## src/rtl/nibble_scan_sequencer_if.sv

```systemverilog
// Scan request inputs and nibble-select outputs between the scan requester and the sequencer.
// The master side belongs to the sequencer. The slave side belongs to the requester and the input_selector consumer.
interface nibble_scan_sequencer_if #(
   parameter int MAIN_IDX_W = 4,
   parameter int REGS_IDX_W = 6,
   parameter int LEN_W      = 6
);
   logic                  start;
   logic                  origin_in;
   logic [REGS_IDX_W-1:0] base_idx;
   logic [LEN_W-1:0]      len_m1;
   logic                  stall;
   logic                  abort;

   logic                  wBusy;
   logic                  wSelecOrigin;
   logic [MAIN_IDX_W-1:0] wSelecMain;
   logic [REGS_IDX_W-1:0] wSelecRegs;
   logic                  valid;
   logic                  done;
   logic                  aborted;

   modport master (
      input  start, origin_in, base_idx, len_m1, stall, abort,
      output wBusy, wSelecOrigin, wSelecMain, wSelecRegs, valid, done, aborted
   );

   modport slave (
      output start, origin_in, base_idx, len_m1, stall, abort,
      input  wBusy, wSelecOrigin, wSelecMain, wSelecRegs, valid, done, aborted
   );
endinterface

```

## src/rtl/nibble_scan_sequencer.sv

```systemverilog
// Walks a run of nibble indices over the main word or the register bank. The first index appears one cycle after start.
// Stall holds the index and clears valid. Abort ends the scan at the next edge.
module nibble_scan_sequencer #(
   parameter int MAIN_IDX_W = 4,
   parameter int REGS_IDX_W = 6
) (
   input  logic                     clk,
   input  logic                     reset,
   nibble_scan_sequencer_if.master  bus
);
   localparam int LEN_W = 6;

   typedef enum logic [1:0] {
      S_IDLE = 2'd0,
      S_RUN  = 2'd1,
      S_DONE = 2'd2
   } state_t;

   state_t                r_state;
   logic                  r_origin;
   logic [MAIN_IDX_W-1:0] r_main;
   logic [REGS_IDX_W-1:0] r_regs;
   logic [LEN_W-1:0]      r_rem;
   logic                  r_aborted;

   state_t                w_state_nxt;
   logic                  w_origin_nxt;
   logic [MAIN_IDX_W-1:0] w_main_nxt;
   logic [REGS_IDX_W-1:0] w_regs_nxt;
   logic [LEN_W-1:0]      w_rem_nxt;
   logic                  w_aborted_nxt;

   always_ff @(posedge clk) begin
      if (reset) begin
         r_state   <= S_IDLE;
         r_origin  <= 1'b0;
         r_main    <= '0;
         r_regs    <= '0;
         r_rem     <= '0;
         r_aborted <= 1'b0;
      end else begin
         r_state   <= w_state_nxt;
         r_origin  <= w_origin_nxt;
         r_main    <= w_main_nxt;
         r_regs    <= w_regs_nxt;
         r_rem     <= w_rem_nxt;
         r_aborted <= w_aborted_nxt;
      end
   end

   always_comb begin
      w_state_nxt   = r_state;
      w_origin_nxt  = r_origin;
      w_main_nxt    = r_main;
      w_regs_nxt    = r_regs;
      w_rem_nxt     = r_rem;
      w_aborted_nxt = 1'b0;
      case (r_state)
         S_IDLE: begin
            if (bus.start) begin
               w_origin_nxt = bus.origin_in;
               w_main_nxt   = bus.origin_in ? '0 : bus.base_idx[MAIN_IDX_W-1:0];
               w_regs_nxt   = bus.origin_in ? bus.base_idx : '0;
               w_rem_nxt    = bus.len_m1;
               w_state_nxt  = S_RUN;
            end
         end
         S_RUN: begin
            // Abort wins over both stall and the final count.
            if (bus.abort) begin
               w_aborted_nxt = 1'b1;
               w_state_nxt   = S_IDLE;
            end else if (!bus.stall) begin
               if (r_rem == '0) begin
                  w_state_nxt = S_DONE;
               end else begin
                  if (r_origin) w_regs_nxt = r_regs + 1'b1;
                  else          w_main_nxt = r_main + 1'b1;
                  w_rem_nxt = r_rem - 1'b1;
               end
            end
         end
         S_DONE: begin
            w_state_nxt = S_IDLE;
         end
         default: begin
            w_state_nxt = S_IDLE;
         end
      endcase
   end

   assign bus.wBusy        = (r_state == S_RUN);
   assign bus.valid        = (r_state == S_RUN) && !bus.stall;
   assign bus.done         = (r_state == S_DONE);
   assign bus.aborted      = r_aborted;
   assign bus.wSelecOrigin = r_origin;
   assign bus.wSelecMain   = r_main;
   assign bus.wSelecRegs   = r_regs;
endmodule

```

## src/flat_wrapper.sv

```systemverilog
// flat-port wrapper written by rule: the top's interface ports become plain ports
module nibble_scan_sequencer_flat 
#(
   parameter int MAIN_IDX_W = 4,
   parameter int REGS_IDX_W = 6
)
  (clk, reset, bus_start, bus_origin_in, bus_base_idx, bus_len_m1, bus_stall, bus_abort, bus_wBusy, bus_wSelecOrigin, bus_wSelecMain, bus_wSelecRegs, bus_valid, bus_done, bus_aborted);
  nibble_scan_sequencer_if #(.MAIN_IDX_W(MAIN_IDX_W), .REGS_IDX_W(REGS_IDX_W), .LEN_W(6)) bus_i ();
  input  logic clk;
  input  logic reset;
  input wire logic [$bits(bus_i.start)-1:0] bus_start;
  input wire logic [$bits(bus_i.origin_in)-1:0] bus_origin_in;
  input wire logic [$bits(bus_i.base_idx)-1:0] bus_base_idx;
  input wire logic [$bits(bus_i.len_m1)-1:0] bus_len_m1;
  input wire logic [$bits(bus_i.stall)-1:0] bus_stall;
  input wire logic [$bits(bus_i.abort)-1:0] bus_abort;
  output wire logic [$bits(bus_i.wBusy)-1:0] bus_wBusy;
  output wire logic [$bits(bus_i.wSelecOrigin)-1:0] bus_wSelecOrigin;
  output wire logic [$bits(bus_i.wSelecMain)-1:0] bus_wSelecMain;
  output wire logic [$bits(bus_i.wSelecRegs)-1:0] bus_wSelecRegs;
  output wire logic [$bits(bus_i.valid)-1:0] bus_valid;
  output wire logic [$bits(bus_i.done)-1:0] bus_done;
  output wire logic [$bits(bus_i.aborted)-1:0] bus_aborted;
  assign bus_i.start = bus_start;
  assign bus_i.origin_in = bus_origin_in;
  assign bus_i.base_idx = bus_base_idx;
  assign bus_i.len_m1 = bus_len_m1;
  assign bus_i.stall = bus_stall;
  assign bus_i.abort = bus_abort;
  assign bus_wBusy = bus_i.wBusy;
  assign bus_wSelecOrigin = bus_i.wSelecOrigin;
  assign bus_wSelecMain = bus_i.wSelecMain;
  assign bus_wSelecRegs = bus_i.wSelecRegs;
  assign bus_valid = bus_i.valid;
  assign bus_done = bus_i.done;
  assign bus_aborted = bus_i.aborted;
  nibble_scan_sequencer #(.MAIN_IDX_W(MAIN_IDX_W), .REGS_IDX_W(REGS_IDX_W)) u_core (.clk(clk), .reset(reset), .bus(bus_i));
endmodule
```

## config.mk

```make
export PLATFORM = sky130hd
export DESIGN_NAME = nibble_scan_sequencer_flat
export DESIGN_NICKNAME = d
export VERILOG_FILES = /design/src/rtl/nibble_scan_sequencer_if.sv /design/src/rtl/nibble_scan_sequencer.sv /design/src/flat_wrapper.sv
export SDC_FILE = /design/constraint.sdc
export NUM_CORES = 1
export LEC_CHECK = 0
export ABC_AREA = 1
export CELL_PAD_IN_SITES_DETAIL_PLACEMENT = 0
export CELL_PAD_IN_SITES_GLOBAL_PLACEMENT = 1
export CORE_MARGIN = 5
export CORE_UTILIZATION = 33
export DETAILED_ROUTE_END_ITERATION = 8
export PLACE_DENSITY_LB_ADDON = 0.1
export SLEW_MARGIN = 15
export SYNTH_ARGS = -nofsm -noshare
export SYNTH_HDL_FRONTEND = slang
export SYNTH_SLANG_ARGS = --single-unit
export TNS_END_PERCENT = 100
```

## constraint.sdc

```tcl
create_clock -name clk -period 1.45 [get_ports clk]
set_input_delay 0.29 -clock clk [delete_from_list [all_inputs] [get_ports clk]]
set_output_delay 0.29 -clock clk [all_outputs]
set_load 0.02 [all_outputs]
```

==> metrics.txt <==
outcome complete, no violations; Final Cell Area 0.00197 mm^2; DR pass1 iterations 4; Slowest-stage cell, CP dfxtp_2; power per cell area 1120 mW/mm^2; cells on worst reg2reg path 8; DRT iter0 DRCs 37; Ports 33; Die ar. approximately 0.0054 mm^2; met2 usage 0.217; period utilization 0.933; largest area contributor in the netlist dfxtp_1; Fmax between 700 and 800 MHz; vias per cell around 4.5; antenna violations before repair 0; GP Congestion 0.745; Final Hold Fails 0; Hold EP u_core.r_rem[1]; final WL 3.41 mm; dpl cells 314; Die Span Y about 74 um; Min Hold Slack roughly 500 ps; worst path cell trace inv_2 > nor2_4 > clkdlybuf4s15_2; fin util 0.497; Ys Warns 0; non-filler instance count after layout roughly 320; slew of the pin with the lowest slew margin between 200 and 300 ps; Site Rows 23; Syn Area/Cell between 6 and 7 um^2; Cells after Synth 210; Worst-Skew Late Latency between 200 and 300 ps; total gr overflow 0; root buffer cell clkbuf_8; layout cells sized above 1 0.190; Post-DP HPWL between 2 and 3 mm; post-route ant nets 0; VDD IR max around 480 uV; Syn Std Cell Area 0.00134 mm^2; PortBufs 32; die width roughly 74 um; DR vias between 1000 and 1500; Initial Util 0.337; drt drc 0; r2r endpoint u_core.bus.wSelecRegs[4]; element type at the critical path start flip-flop; Avg WL per Cell roughly 11 um; pre-CTS setup slack -269 ps; Slew Viols, Final 0; crit end category output port; Clock Skew approximately 8.2 ps; P_leak 0.994 nW; dpl cell area ~0.0019 mm^2; Crit path required time about 1200 ps; commonest cells after routing, fill and taps aside nand2_1, nor2_1, inv_1, buf_4, dfxtp_1; gr busiest metal met2; share of the synthesized area in the top cell type 0.299; Buf/Inv on CP 2; max incr delay on CP 360 ps; M3 GR Usage 0.0274; Total GRT Usage 0.135; post-CTS setup buffer count 0; Distinct cells, synth 32; number of H-tree levels 1; CP max FO 4; reg2reg start u_core.r_state[1]; Final WS setup 97.4 ps; number of global-route vias before repair about 1300; CTS Buf Count 3; final setup fails 0; critical path type flip-flop to output port; min Tclk post-route 1350 ps; first-pass GRT wire length 5.72 mm; Max clock buf depth 2; nets about 290; synth top area cells dfxtp_1, nand2_1, nor2_1; flop2flop setup slack 130 ps; RSZ-0062 raised after global routing no; post-synthesis sequential area ratio 0.299; core area 0.00397 mm^2; Slew HR 0.800; number of max-cap violations 0; worst hold path cell count 2; clk sinks 20; GRT met1 Usage 0.179; CP Data Arrival Time approximately 1100 ps; total power ~2.2 mW; Hold Path Class flip-flop to flip-flop; Syn Nets 232; CP top delay family flip-flops; largest net degree at the start of global routing 16; HP Start u_core.r_rem[1]; Inserted Diodes 0; TritonCTS clock tree yes; synthesized flop and latch total 20; Setup TNS Final 0 ps; Area growth syn-to-layout 47.6%; clk slew on worst S/H paths approximately 90 ps; commonest non-fill, non-tap cell in the layout nand2_1
## final cells by class
class                   instances  area (um^2)
well taps                      50         62.6
multi-input cells             156          811
inverters                      29          109
clock inverters                 1         30.0
repair buffers                 59          518
flip-flops and latches         20          403
clock buffers                   3         41.3
fillers                       451         2000
## where the power goes
group | leakage, nW | internal (mW) | switching, mW | total [mW]
Combinational | 0.792 | 0.407 | 0.524 | 0.931
Sequential | 0.166 | 0.637 | 0.0615 | 0.699
Clock | 0.0357 | 0.369 | 0.212 | 0.581
## flip-flops by register name (all words and copies together) (netlist names)
name / count
u_core.bus.aborted: 1
u_core.bus.wSelecMain: 4
u_core.bus.wSelecRegs: 6
u_core.bus.wSelecOrigin: 1
u_core.r_rem: 6
u_core.r_state: 2
## timing repair
item                       CTS  global route
hold buffers                 0             0
resized for setup           22             6
setup endpoints to repair   18            19
## how the worst max path moves through the flow
| stage | cells after the start | slack, ps | start | end |
|---|---|---|---|---|
| 6_report | 3 | 100 | u_core.r_state[0] | bus_wBusy |
| 5_1_grt | 8 | 1 | u_core.r_state[1] | u_core.bus.wSelecRegs[4] |
| 4_1_cts | 4 | 30 | u_core.r_state[1] | bus_valid |
| 3_5_place_dp | 8 | -270 | bus_stall | u_core.bus.wSelecRegs[4] |
| 3_3_place_gp | 3 | -250 | bus_stall | bus_valid |
| 2_1_floorplan | 7 | 180 | u_core.bus.wSelecRegs[0] | u_core.bus.wSelecRegs[4] |
## kinds of logic (layout without fill, tap and decap cells)
logic type	count (synthesis)	in the layout	share of synthesized area
and+or+nand+nor	121	121	0.417
adders and majority gates	4	4	0.0374
DFF	20	20	0.299
muxes	2	2	0.0150
xor gates and xnor gates	2	2	0.0131
AOI/OAI and AO/OA	27	27	0.112
buffers and inverters	34	92	0.106
## layer usage
| layer | vias up | wire (um) | share of wire |
|---|---|---|---|
| met5 | - | 0 | 0 |
| met4 | 0 | 52 | 0.015 |
| met3 | 5 | 188 | 0.055 |
| met2 | 25 | 1500 | 0.44 |
| met1 | 626 | 1670 | 0.49 |
| li1 | 782 | - | - |
## worst reg2reg max path, delay by kind of cell (launching register included)
| kind | cells | cell delay [ps] |
|---|---|---|
| AND/OR/NAND/NOR | 6 | 660 |
| flip-flops | 1 | 380 |
| buffers and inverters | 2 | 200 |
## cells in the mapped netlist
cell type  instances
nand3_1           10
buf_4              1
nand4_1            5
nand2_1           52
nor2_4             1
buf_1              1
nor3_1             2
o21ai_1            3
inv_2              3
buf_2              2
a311oi_1           1
nor2_1            40
a31oi_1            1
o21ai_0           12
xnor2_1            1
buf_6              1
ha_1               4
nor3b_1            1
nand2_2            3
a21oi_1            5
nor2_2             1
nor2_8             1
dfxtp_1           20
nand4_4            1
o22ai_1            3
xor2_1             1
o21ai_2            1
o211ai_1           1
mux2i_1            2
or2_1              1
inv_1             26
nand3_2            3
No activity file was read; power rests on OpenSTA's default activity.
